<file path="src/rtl/uart_pkg.sv">
// Purpose: shared UART definitions (receiver/transmitter state encoding, default bit timing).
// Latency: n/a, constants and types only.
// Backpressure: n/a.
//
// Contents:
//   UART_CLKS_PER_BIT  default clk cycles per serial bit (50 MHz / 115200)
//   ST_*               3-bit state codes, reused by the transmitter
//   uart_state_e       enum view of the same codes for FSM registers
package uart_pkg;

  localparam int UART_CLKS_PER_BIT = 434;

  localparam logic [2:0] ST_IDLE  = 3'd0;
  localparam logic [2:0] ST_START = 3'd1;
  localparam logic [2:0] ST_DATA  = 3'd2;
  localparam logic [2:0] ST_STOP  = 3'd3;
  localparam logic [2:0] ST_BRK   = 3'd4;

  typedef enum logic [2:0] {
    S_IDLE  = ST_IDLE,
    S_START = ST_START,
    S_DATA  = ST_DATA,
    S_STOP  = ST_STOP,
    S_BRK   = ST_BRK
  } uart_state_e;

endpackage

</file>
<file path="src/rtl/uart_sync2.sv">
// Purpose: 2-flop synchronizer for a single asynchronous line that idles high.
// Latency: 2 clk cycles from d_i to q_o.
// Backpressure: none, free-running.
//
// Ports:
//   clk  system clock          rst  async active-high reset, both flops go to 1
//   d_i  asynchronous input    q_o  synchronized output
module uart_sync2 (
  input  logic clk,
  input  logic rst,
  input  logic d_i,
  output logic q_o
);

  logic meta_q;
  logic sync_q;

  // Reset to 1 so a held reset looks like an idle line, not a start bit.
  always_ff @(posedge clk or posedge rst) begin
    if (rst) begin
      meta_q <= 1'b1;
      sync_q <= 1'b1;
    end else begin
      meta_q <= d_i;
      sync_q <= meta_q;
    end
  end

  assign q_o = sync_q;

endmodule

</file>
<file path="src/rtl/uart_rx.sv">
// Purpose: UART receiver, 1 start / DATA_WIDTH data (LSB first) / 1 stop bit, mid-bit sampling.
// Latency: push 2 + CLKS_PER_BIT/2 + (DATA_WIDTH+1)*CLKS_PER_BIT cycles after rx falls.
// Backpressure: full sampled only at the stop-bit decision; a good byte seen while full is dropped with an overrun pulse.
//
// Ports:
//   clk, rst              clock and async active-high reset
//   rx                    serial line, asynchronous, idle high
//   full                  downstream FIFO full
//   o_data                last accepted byte, updates only with push
//   push                  one-cycle FIFO write strobe
//   frame_err             one-cycle pulse on a low stop bit
//   overrun               one-cycle pulse when a good byte is dropped due to full
//   busy                  high whenever the FSM is not idle
module uart_rx
  import uart_pkg::*;
#(
  parameter int CLKS_PER_BIT = UART_CLKS_PER_BIT,
  parameter int DATA_WIDTH   = 8
) (
  input  logic                  clk,
  input  logic                  rst,
  input  logic                  rx,
  input  logic                  full,
  output logic [DATA_WIDTH-1:0] o_data,
  output logic                  push,
  output logic                  frame_err,
  output logic                  overrun,
  output logic                  busy
);

  localparam int TW = $clog2(CLKS_PER_BIT);
  localparam int IW = (DATA_WIDTH > 1) ? $clog2(DATA_WIDTH) : 1;

  localparam logic [TW-1:0] HALF_LAST = TW'(CLKS_PER_BIT / 2 - 1);
  localparam logic [TW-1:0] BIT_LAST  = TW'(CLKS_PER_BIT - 1);
  localparam logic [IW-1:0] IDX_LAST  = IW'(DATA_WIDTH - 1);

  logic rxs;

  uart_sync2 u_sync (
    .clk (clk),
    .rst (rst),
    .d_i (rx),
    .q_o (rxs)
  );

  uart_state_e           state_q, state_d;
  logic [TW-1:0]         timer_q, timer_d;
  logic [IW-1:0]         idx_q,   idx_d;
  logic [DATA_WIDTH-1:0] shift_q, shift_d;
  logic [DATA_WIDTH-1:0] data_q,  data_d;
  logic                  push_q,  push_d;
  logic                  ferr_q,  ferr_d;
  logic                  ovr_q,   ovr_d;
  logic [1:0]            arm_q,   arm_d;
  logic                  armed;

  always_ff @(posedge clk or posedge rst) begin
    if (rst) begin
      state_q <= S_IDLE;
      timer_q <= '0;
      idx_q   <= '0;
      shift_q <= '0;
      data_q  <= '0;
      push_q  <= 1'b0;
      ferr_q  <= 1'b0;
      ovr_q   <= 1'b0;
      arm_q   <= 2'd0;
    end else begin
      state_q <= state_d;
      timer_q <= timer_d;
      idx_q   <= idx_d;
      shift_q <= shift_d;
      data_q  <= data_d;
      push_q  <= push_d;
      ferr_q  <= ferr_d;
      ovr_q   <= ovr_d;
      arm_q   <= arm_d;
    end
  end

  // The synchronizer's reset value is not a real observation of the line.
  // Three consecutive high samples guarantee at least one genuine idle-high
  // sample, so a frame already in flight when reset drops is ignored until
  // the line has been seen high and then falls again.
  assign armed = (arm_q == 2'd3);

  always_comb begin
    state_d = state_q;
    timer_d = timer_q;
    idx_d   = idx_q;
    shift_d = shift_q;
    data_d  = data_q;
    push_d  = 1'b0;
    ferr_d  = 1'b0;
    ovr_d   = 1'b0;
    arm_d   = arm_q;

    if (!armed) begin
      arm_d = rxs ? (arm_q + 2'd1) : 2'd0;
    end

    case (state_q)
      S_IDLE: begin
        if (armed && !rxs) begin
          state_d = S_START;
          timer_d = '0;
        end
      end

      // Sample mid start bit; a line already back high was a glitch.
      S_START: begin
        if (timer_q == HALF_LAST) begin
          if (!rxs) begin
            state_d = S_DATA;
            timer_d = '0;
            idx_d   = '0;
          end else begin
            state_d = S_IDLE;
          end
        end else begin
          timer_d = timer_q + 1'b1;
        end
      end

      // LSB arrives first: shift right and insert at the MSB.
      S_DATA: begin
        if (timer_q == BIT_LAST) begin
          timer_d                 = '0;
          shift_d                 = shift_q >> 1;
          shift_d[DATA_WIDTH-1]   = rxs;
          if (idx_q == IDX_LAST) begin
            state_d = S_STOP;
          end else begin
            idx_d = idx_q + 1'b1;
          end
        end else begin
          timer_d = timer_q + 1'b1;
        end
      end

      S_STOP: begin
        if (timer_q == BIT_LAST) begin
          timer_d = '0;
          if (rxs) begin
            state_d = S_IDLE;
            if (full) begin
              ovr_d = 1'b1;
            end else begin
              push_d = 1'b1;
              data_d = shift_q;
            end
          end else begin
            ferr_d  = 1'b1;
            state_d = S_BRK;
          end
        end else begin
          timer_d = timer_q + 1'b1;
        end
      end

      // Line held low past the stop bit: wait for release so a break
      // reports a single frame error.
      S_BRK: begin
        if (rxs) begin
          state_d = S_IDLE;
        end
      end

      default: begin
        state_d = S_IDLE;
      end
    endcase
  end

  assign o_data    = data_q;
  assign push      = push_q;
  assign frame_err = ferr_q;
  assign overrun   = ovr_q;
  assign busy      = (state_q != S_IDLE);

endmodule

</file>
<file path="config.mk">
export PLATFORM = sky130hd
export DESIGN_NAME = uart_rx
export DESIGN_NICKNAME = d
export VERILOG_FILES = /design/src/rtl/uart_pkg.sv /design/src/rtl/uart_sync2.sv /design/src/rtl/uart_rx.sv
export SDC_FILE = /design/constraint.sdc
export NUM_CORES = 1
export LEC_CHECK = 0
export ABC_AREA = 1
export CAP_MARGIN = 0
export CORE_ASPECT_RATIO = 1.5
export CORE_MARGIN = 2
export CORE_UTILIZATION = 50
export CTS_BUF_LIST = sky130_fd_sc_hd__clkbuf_8 sky130_fd_sc_hd__clkbuf_16
export CTS_CLUSTER_SIZE = 14
export DETAILED_ROUTE_END_ITERATION = 8
export PLACE_DENSITY = 0.73
export SYNTH_ARGS = -nofsm -noshare
export SYNTH_HDL_FRONTEND = slang
export SYNTH_SLANG_ARGS = --single-unit
</file>
<file path="constraint.sdc">
create_clock -name clk -period 1.4 [get_ports clk]
set_input_delay 0.28 -clock clk [delete_from_list [all_inputs] [get_ports clk]]
set_output_delay 0.28 -clock clk [all_outputs]
set_load 0.01 [all_outputs]
</file>
# ---- After elaboration in Yosys (flattened, before gate mapping)
# Cells that the tools add are included.
dict set report totals {
  out_inout_bits 12
  ff_bits 38
  input_bits 4
  latch_bits 0
  mem_bits_ro 0
  ramBits 0
  elab_cells 75
  memories 0
}
dict set report classes {
  shifts 0
  n_mux 31
  n_div 0
  reduce_logical 12
  bitwise_logic 1
  magnitude_cmp 0
  addsub 3
  multipliers 0
  n_eq_ne 17
}
# op count
set op_table {}
lappend op_table {{9-bit 2-to-1 mux} 4}
lappend op_table {{3-bit 2-to-1 mux} 11}
lappend op_table {{9-bit one-hot mux with 3 select lines} 1}
lappend op_table {{3-bit one-hot mux with 5 select lines} 1}
lappend op_table {{2-bit inequality test, second input constant} 7}
lappend op_table {{1-bit 2-to-1 mux} 11}
lappend op_table {{9-bit by 1-bit adder with 9-bit output, second input constant} 1}
lappend op_table {{9-bit by 8-bit equality test with 1-bit output, second input constant} 1}
lappend op_table {{9-bit equality test, second input constant} 1}
lappend op_table {{3-bit by 2-bit equality test with 1-bit output, second input constant} 2}
lappend op_table {{3-bit equality test, second input constant} 2}
lappend op_table {{3-bit one-hot mux with 2 select lines} 1}
lappend op_table {{6-bit AND reduction} 1}
lappend op_table {{3-bit nonzero test} 2}
lappend op_table {{5-bit AND reduction} 1}
lappend op_table {{2-bit 2-to-1 mux} 2}
lappend op_table {{4-bit AND reduction} 1}
lappend op_table {{3-bit by 1-bit adder with 3-bit output, second input constant} 1}
lappend op_table {{3-bit by 1-bit equality test with 1-bit output, second input constant} 1}
lappend op_table {{3-bit logical NOT} 1}
lappend op_table {{3-bit inequality test, second input constant} 1}
lappend op_table {{3-bit AND reduction} 1}
lappend op_table {{2-bit by 1-bit adder with 2-bit output, second input constant} 1}
lappend op_table {{2-bit equality test, second input constant} 1}
lappend op_table {{7 further kinds} 7}

# ---- Logic depth before layout (Yosys ltp)
# Gate-level depths: netlist of the first run.
dict set report depth {
  depth_word 4
  mapped_depth 10
  mapped_depth_nobuf 10
}

# ---- By module
# A second synthesis of the first run with hierarchy kept.
dict set report hier_totals {
  hier_cells 239
  area_unflattened_um2 1960.6
}
# module seq_area_each_um2 n_inst cells_each area_each_um2
set modules_own_cells {}
lappend modules_own_cells {uart_rx 900.9 1 236 1904.3}
lappend modules_own_cells {uart_sync2 52.6 1 3 56.3}

# ---- Worst setup path before layout of the first run
# OpenSTA, ideal clock, no wires.
dict set report synth_timing {
  path_type {reg2reg}
  startpoint {register u_sync.sync_q, in the netlist u_sync.q_o}
  endpoint {register data_q[1], in the netlist o_data[1]}
  slack_ns -0.034
  synth_period_minus_slack_ns 1.434
  path_buffers 2
  setup_time_ns 0.117
  required_ns 1.283
  arrival_ns 1.317
  stages_incl_launch_ff 8
  cell_sequence {dfstp_2 > buf_4 > inv_1 > nor2_1 > nand4_4 > buf_6 > o21ai_1 > inv_1}
}
dict set report synth_via {
  elab_chain_len 1
}
# item line
set synth_lines {}
lappend synth_lines {{start, declared} uart_sync2.sv:16} ;# logic sync_q;
lappend synth_lines {{start signal, assigned} uart_sync2.sv:25} ;# sync_q <= meta_q;
lappend synth_lines {{4-bit AND reduction (no line)} --}
lappend synth_lines {{end signal, assigned} uart_rx.sv:74} ;# data_q <= data_d;
lappend synth_lines {{end, declared} uart_rx.sv:51} ;# logic [DATA_WIDTH-1:0] data_q, data_d;
# No other way between the ends.
# A chain may end at the register's enable or synchronous reset.

# ---- Worst setup path after layout of the first run
dict set report layout_timing {
  startpoint {register timer_q[0]}
  endpoint {register state_q[0]}
}
dict set report layout_via {
  elab_chain_len 3
  elab_cells_between_ends 6
  cone_classes {5 x eq/ne; 1 x reduce/logical}
}
# item line
set layout_lines {}
lappend layout_lines {{start, declared} uart_rx.sv:48} ;# logic [TW-1:0] timer_q, timer_d;
lappend layout_lines {{start signal, assigned} uart_rx.sv:71} ;# timer_q <= timer_d;
lappend layout_lines {{9-bit equality test or 9-bit by 8-bit equality test with 1-bit output (tied branches)} {uart_rx.sv:128, uart_rx.sv:143, uart_rx.sv:113}}
lappend layout_lines {{2-bit inequality test (no line)} --}
lappend layout_lines {{6-bit AND reduction (no line) (*)} --}
lappend layout_lines {{end signal, assigned} uart_rx.sv:70} ;# state_q <= state_d;
lappend layout_lines {{end, declared} uart_rx.sv:47} ;# uart_state_e state_q, state_d;
# Mark *: on every way between the ends. The rest lies on a longest branch, timed or not.

==> results of run 1 <==
## timing repair
item	in CTS	in global routing
setup endpoints to repair	45	35
cloned	1	1
setup buffers	4	3
gates resized for setup	35	38
pin swaps	9	13
## worst max-delay path, cell delays in order, from the launching register on
cell and delay (ps):
dfrtp_1 410, inv_1 90, ha_1 150, nand2_1 60
nor2_1 80, nand2_1 100, nand2_2 150, nand2_4 100
inv_6 100, nand3_2 60, nand2_1 80
## final cells by class
class	instances	area, um2
Clock buffer	5	68.82
Tap cell	43	53.80
Timing Repair Buffer	43	399.1
Sequential cell	38	953.4
Multi-Input combinational cell	151	1010
Fill cell	253	967.2
Clock inverter	3	68.82
Inverter	41	161.4
## kinds of logic (layout without fill, tap and decap cells)
group	Yosys count	after routing
buf+inv	44	92
xor+xnor	6	6
fa+ha+maj	6	6
simple gates	114	115
compound gates	24	24
flops	38	38
## placed cells by master (no fill, tap or decap)
| master | count |
|---|---|
| buf_12 | 2 |
| nand4_1 | 4 |
| nand2_1 | 50 |
| nor3_2 | 3 |
| nand3_1 | 9 |
| nand3_4 | 1 |
| nor3b_2 | 1 |
| buf_4 | 21 |
| xor2_1 | 5 |
| inv_1 | 35 |
| inv_2 | 4 |
| inv_6 | 1 |
| clkinv_4 | 1 |
| dfrtp_1 | 36 |
| nor2_2 | 5 |
| nor2_1 | 10 |
| o21ai_0 | 3 |
| xnor2_1 | 1 |
| o21ai_2 | 13 |
| clkbuf_16 | 1 |
| nand2_4 | 4 |
| buf_6 | 4 |
| clkdlybuf4s50_1 | 3 |
| dfstp_2 | 2 |
| clkbuf_8 | 5 |
| ha_2 | 1 |
| nor2_4 | 7 |
| nand3_2 | 4 |
| o21ai_4 | 1 |
| dlygate4sd2_1 | 11 |
| nand4_4 | 2 |
| clkbuf_2 | 1 |
| ha_4 | 1 |
| nand2_2 | 15 |
| inv_4 | 1 |
| bufinv_16 | 2 |
| ha_1 | 4 |
| a21oi_1 | 2 |
| o21ai_1 | 5 |
## metal layers
metal | up-vias | global-route usage (%)
li1 | 819 | -
met1 | 778 | 23.98
met2 | 21 | 41.07
met3 | 10 | 4.647
met4 | 0 | 11.00
met5 | - | 0
## flip-flops by register name, indices dropped and copies added (netlist names)
name           count
overrun            1
push               1
idx_q              3
shift_q            8
frame_err          1
arm_q              2
timer_q            9
state_q            3
u_sync.q_o         1
u_sync.meta_q      1
o_data             8
## final timing paths
kind	slack [ps]	end	cells after the start
max reg2reg	-50	state_q[0]$_DFFE_PP0P_	10
min reg2reg	360	u_sync.q_o$_DFF_PP1_	0
min in group clk	360	u_sync.q_o$_DFF_PP1_	0
max	-50	state_q[0]$_DFFE_PP0P_	10
min	330	shift_q[6]$_DFFE_PP0P_	3
max in group asynchronous	820	u_sync.meta_q$_DFF_PP1_	3
## power by group through the flow
stage               clock network (mW)  registers, mW  logic, mW
floorplan                            0           1.36      0.712
global placement                     0           1.34       1.17
detailed placement                   0           1.35       1.19
CTS                               1.13           1.32       1.37
global route                      1.20           1.35       1.71
finish                            1.13           1.33       1.55
==> results.toml, run 1 <==
[run_status]
status = "finished, violations left"
violations = "negative setup slack"

[drt]
drt.antenna.violating_nets = 0
drt-pass1-iter-count = 4
drt-met1-wl_mm = 1.669
vias_per_cell = 5.025
wl_met3_um = 81
routed_wl_mm = 4.311
top_layer_used = "met4"
wl_per_cell_um = 13.31
drtIter0Drc = 38
drcViolationCount = 0
vias = 1628
route.met2.wl_mm = 2.454

[sta]
period_needed_ps = 1449
whs_ps = 333.7
hold_viol_final = 0
worst_slew_pin_slew_ps = 261.8
fmax_ghz = 0.6900
fin_setup_tns_ps = -552.3
setup_viol = 19
finalWorstSetupSlack_ps = -49.20
rsz0062_at_grt = "yes"
period_share_pct = 103.5
finalClockSkew_ps = 11.22
slew_headroom_pct = 82.48
drv_slew = 0

[logic_synthesis]
yosysUniqueCellTypes = 26
synth-async-reset-ratio_pct = 100.0
netlist_top_cells_area = "dfrtp_1 (46%), nand2_1 (13%), inv_1 (7.0%)"
synth.top_cell.area_share_pct = 46.48
synth_xor_area_share_pct = 2.711
synth_area_um2 = 1938
synth_compound_area_share_pct = 8.134
yosys-top-cells-count = "nand2_1 (65), dfrtp_1 (36), inv_1 (36), nor2_1 (19), nand3_1 (13)"
synth-edff-count = 0
syn_area_per_cell_um2 = 8.354
synthSimpleGateAreaFrac_pct = 26.47
synth_adder_area_share_pct = 3.873
syn_nets = 242
synth_cells = 232
synth_top_family_by_area = "simple AND/OR/NAND/NOR gates"
muxShareOfSynthArea_pct = 0
synthFlopType = "dfrtp_1"
yosys.area.top_type = "dfrtp_1"
yosysWarnings = 0
synth_seq_area_share_pct = 49.19
yosysMostFrequentCell = "nand2_1"
synth-seq-cells = 38

[cts]
cts_hold_buf = 0
tritoncts = "built"
clk-insertion-delay-late_ps = 300
cts_sinks = 38
clk_pin_slew_ps = 80
cts_buffers = 5
root_buffer = "clkbuf_8"
clockBufferDepth = 2
ctsHtreeMaxLevel = 2

[pwr]
leakagePower_nw = 1.299
powerDensity_nw_per_um2 = 1474
switching_share_pct = 35.50
finalPower_mw = 4.002
p_switching_mw = 1.421
internal_power_mw = 2.581
irDropWorstVdd_v = 0.001341
seq_power_share_pct = 33.2
p_clk_share_pct = 28.2
combPwrFrac_pct = 38.7

[final_layout]
antenna_cells = 0
syn_to_final_growth_pct = 40.09
final-instance-count-excl-fill = 324
fin_nets = 290
design_area_um2 = 2715
post-route-util_pct = 73.73
drive_gt1_share_pct = 36.65

[grt]
antenna_found_initial = 0
grt.total_usage_pct = 22.92
grt_pass1_wl_mm = 7.265
grt-ovfl-total = 0
grt_max_degree = 39
grt_pass1_vias = 1677

[placed_design]
dp_slack_ps = -127.3
dp_cells = 307
globalplace.congestion = 0.8546
portBuffers = 15
place_area_um2 = 2290
dp_hpwl_mm = 2.622

[setup_path]
crit_required_ps = 1640
cp-start-kind = "flop"
crit_fanout = 8
cp-end-kind = "flop"
arrival_ps = 1690
crit_type = "flop to flop"
rr_startpoint = "timer_q[0]$_DFFE_PP0P_"
crit_start = "timer_q[0]$_DFFE_PP0P_"

[floorplanning]
core_area_um2 = 3682
pin_count = 16
dieHeight_um = 80.25
fp-row-count = 27
die_area_um2 = 4401
initial_core_util_pct = 52.63
dieWidth_um = 54.84

[run]
maxCapViolations = 0

[min_path]
hp-class = "input port to asynchronous set/reset pin"
No activity file was read; power rests on OpenSTA's default activity.
==> run 2, diff against run 1 <==
--- a/config.mk
+++ b/config.mk
@@ -8,12 +8,11 @@
 export ABC_AREA = 1
 export CAP_MARGIN = 0
 export CORE_ASPECT_RATIO = 1.5
-export CORE_MARGIN = 2
 export CORE_UTILIZATION = 50
 export CTS_BUF_LIST = sky130_fd_sc_hd__clkbuf_8 sky130_fd_sc_hd__clkbuf_16
 export CTS_CLUSTER_SIZE = 14
 export DETAILED_ROUTE_END_ITERATION = 8
-export PLACE_DENSITY = 0.73
+export PLACE_DENSITY = 0.76
 export SYNTH_ARGS = -nofsm -noshare
 export SYNTH_HDL_FRONTEND = slang
 export SYNTH_SLANG_ARGS = --single-unit
==> constraint.sdc (replaced) <==
create_clock -name clk -period 1.7 [get_ports clk]
set_input_delay 0.34 -clock clk [delete_from_list [all_inputs] [get_ports clk]]
set_output_delay 0.34 -clock clk [all_outputs]
set_load 0.01 [all_outputs]
==> results.toml, run 2 (same netlist as run 1, synthesis figures left out) <==
[pwr]
powerDensity_nw_per_um2 = 1130
internal_power_mw = 1.629
irDropWorstVdd_v = 0.0009773
switching_share_pct = 36.79
p_switching_uw = 948.0
seq_power_share_pct = 43.9
p_clk_share_pct = 24.1
leakagePower_nw = 1.106
combPwrFrac_pct = 32.0
finalPower_mw = 2.577

[sta]
fin_setup_tns_ps = 0
hold_viol_final = 0
fmax_ghz = 0.6374
finalWorstSetupSlack_ps = 131.2
period_needed_ps = 1569
drv_slew = 0
slew_headroom_pct = 72.49
worst_slew_pin_slew_ps = 412.7
period_share_pct = 92.28
rsz0062_at_grt = "no"
finalClockSkew_ps = 5.003
setup_viol = 0

[floorplanning]
dieWidth_um = 52.84
core_area_um2 = 3682
die_area_um2 = 4134
initial_core_util_pct = 52.63
fp-row-count = 27
dieHeight_um = 78.25
pin_count = 16

[final_layout]
final-instance-count-excl-fill = 301
top_register = "timer_q"
fin_nets = 267
antenna_cells = 0
syn_to_final_growth_pct = 17.62
layout_common_cells = "nand2_1 (64), inv_1 (37), dfrtp_1 (34)"
multiInputGateArea_um2 = 803.3
drive_gt1_share_pct = 16.67
fillCellCount = 344
largest_reg_flops = 9
register_area_um2 = 955.9
design_area_um2 = 2280
final_common_cell = "nand2_1"

[drt]
wl_per_cell_um = 11.61
vias_per_cell = 4.947
routed_wl_mm = 3.496
vias = 1489
drtIter0Drc = 24
drt-pass1-iter-count = 4
drt.antenna.violating_nets = 0
drcViolationCount = 0

[setup_path]
slowest_delay_ps = 450
reg2reg_slack_ps = 150
cpMaxStageDelayCell = "dfrtp_2"
crit_path_end = "busy"
r2r_cells = 10
crit_chain = "nor2_1 -> nand2_1 -> dlygate4sd2_1"
arrival_ps = 1230
crit_start = "state_q[1]$_DFFE_PP0P_"
cp-end-kind = "output port"
worstReg2RegEnd = "state_q[0]$_DFFE_PP0P_"
crit_required_ps = 1360
cp-start-kind = "flop"
rr_startpoint = "timer_q[1]$_DFFE_PP0P_"
crit_type = "flop to output port"
crit_fanout = 6

[placed_design]
place_area_um2 = 2160
portBuffers = 15
globalplace.congestion = 0.8249
dp_slack_ps = 51.86
dp_hpwl_mm = 2.479
dp_cells = 290

[cts]
clockBufferDepth = 2
root_buffer = "clkbuf_8"
cts_sinks = 38
cts_hold_buf = 0
cts_buffers = 5
clk-insertion-delay-late_ps = 280
ctsHtreeMaxLevel = 2
clk_pin_slew_ps = 70
tritoncts = "built"

[min_path]
hp-class = "flop to flop"
hp-start = "u_sync.meta_q$_DFF_PP1_"

[grt]
antenna_found_initial = 0
grt_pass1_wl_mm = 6.272
grt.total_usage_pct = 20.29
grt_max_degree = 39
grt-ovfl-total = 0
grt_pass1_vias = 1479

[run]
maxCapViolations = 0

[run_status]
status = "finished, final reports clean"
run 2: worst min-delay path by stage:
stage                                    to  depth (start not counted)
floorplan           u_sync.meta_q$_DFF_PP1_                          0
global placement       u_sync.q_o$_DFF_PP1_                          0
detailed placement     u_sync.q_o$_DFF_PP1_                          0
CTS                    u_sync.q_o$_DFF_PP1_                          0
global route           u_sync.q_o$_DFF_PP1_                          0
finish                 u_sync.q_o$_DFF_PP1_                          0
run 2: area by class of cell:
| type | instances | area share [%] |
|---|---|---|
| Clock inverter | 2 | 0.3842 |
| Timing Repair Buffer | 21 | 9.605 |
| Sequential cell | 38 | 41.93 |
| Inverter | 41 | 6.861 |
| Clock buffer | 6 | 3.622 |
| Tap cell | 43 | 2.360 |
| Multi-Input combinational cell | 150 | 35.24 |
run 2: what timing repair did:
| action | 4_1_cts | 5_1_grt |
|---|---|---|
| endpoints found under the setup margin | 1 | 13 |
| hold endpoints to repair | 0 | 0 |
| gates resized for setup | 3 | 2 |
| pin swaps | 0 | 2 |
| setup buffers | 0 | 3 |
run 2: power by group through the flow:
| stage | registers, mW | logic, mW | clock network [mW] |
|---|---|---|---|
| after global routing | 1.14 | 0.949 | 0.674 |
| after global placement | 1.14 | 0.744 | 0 |
| after detailed placement | 1.14 | 0.773 | 0 |
| after CTS | 1.13 | 0.773 | 0.642 |
| after floorplan | 1.12 | 0.586 | 0 |
| final | 1.13 | 0.826 | 0.621 |
run 2: metal layers:
metal | GRT usage [%] | up-vias | routed length [um] | part of all wire [%]
met5 | 0 | - | 0 | 0
met4 | 7.895 | 0 | 65 | 1.9
met3 | 4.070 | 5 | 102 | 2.9
met2 | 35.32 | 26 | 1789 | 51
met1 | 23.49 | 686 | 1538 | 44
li1 | - | 772 | - | -
run 2: per-stage QoR:
stage	util [%]	hold slack, ps
floorplan	-	344.5
global placement	58.65	345.9
detailed placement	58.65	347.6
CTS	61.16	357.9
global route	61.91	365.0
finish	61.91	356.2
run 2: worst max-delay path, delay by kind of cell, from the launching register on:
kind                   cells  cell delay (ps)
DFF                        1              450
buffers and inverters      1              280
and+or+nand+nor            2              210
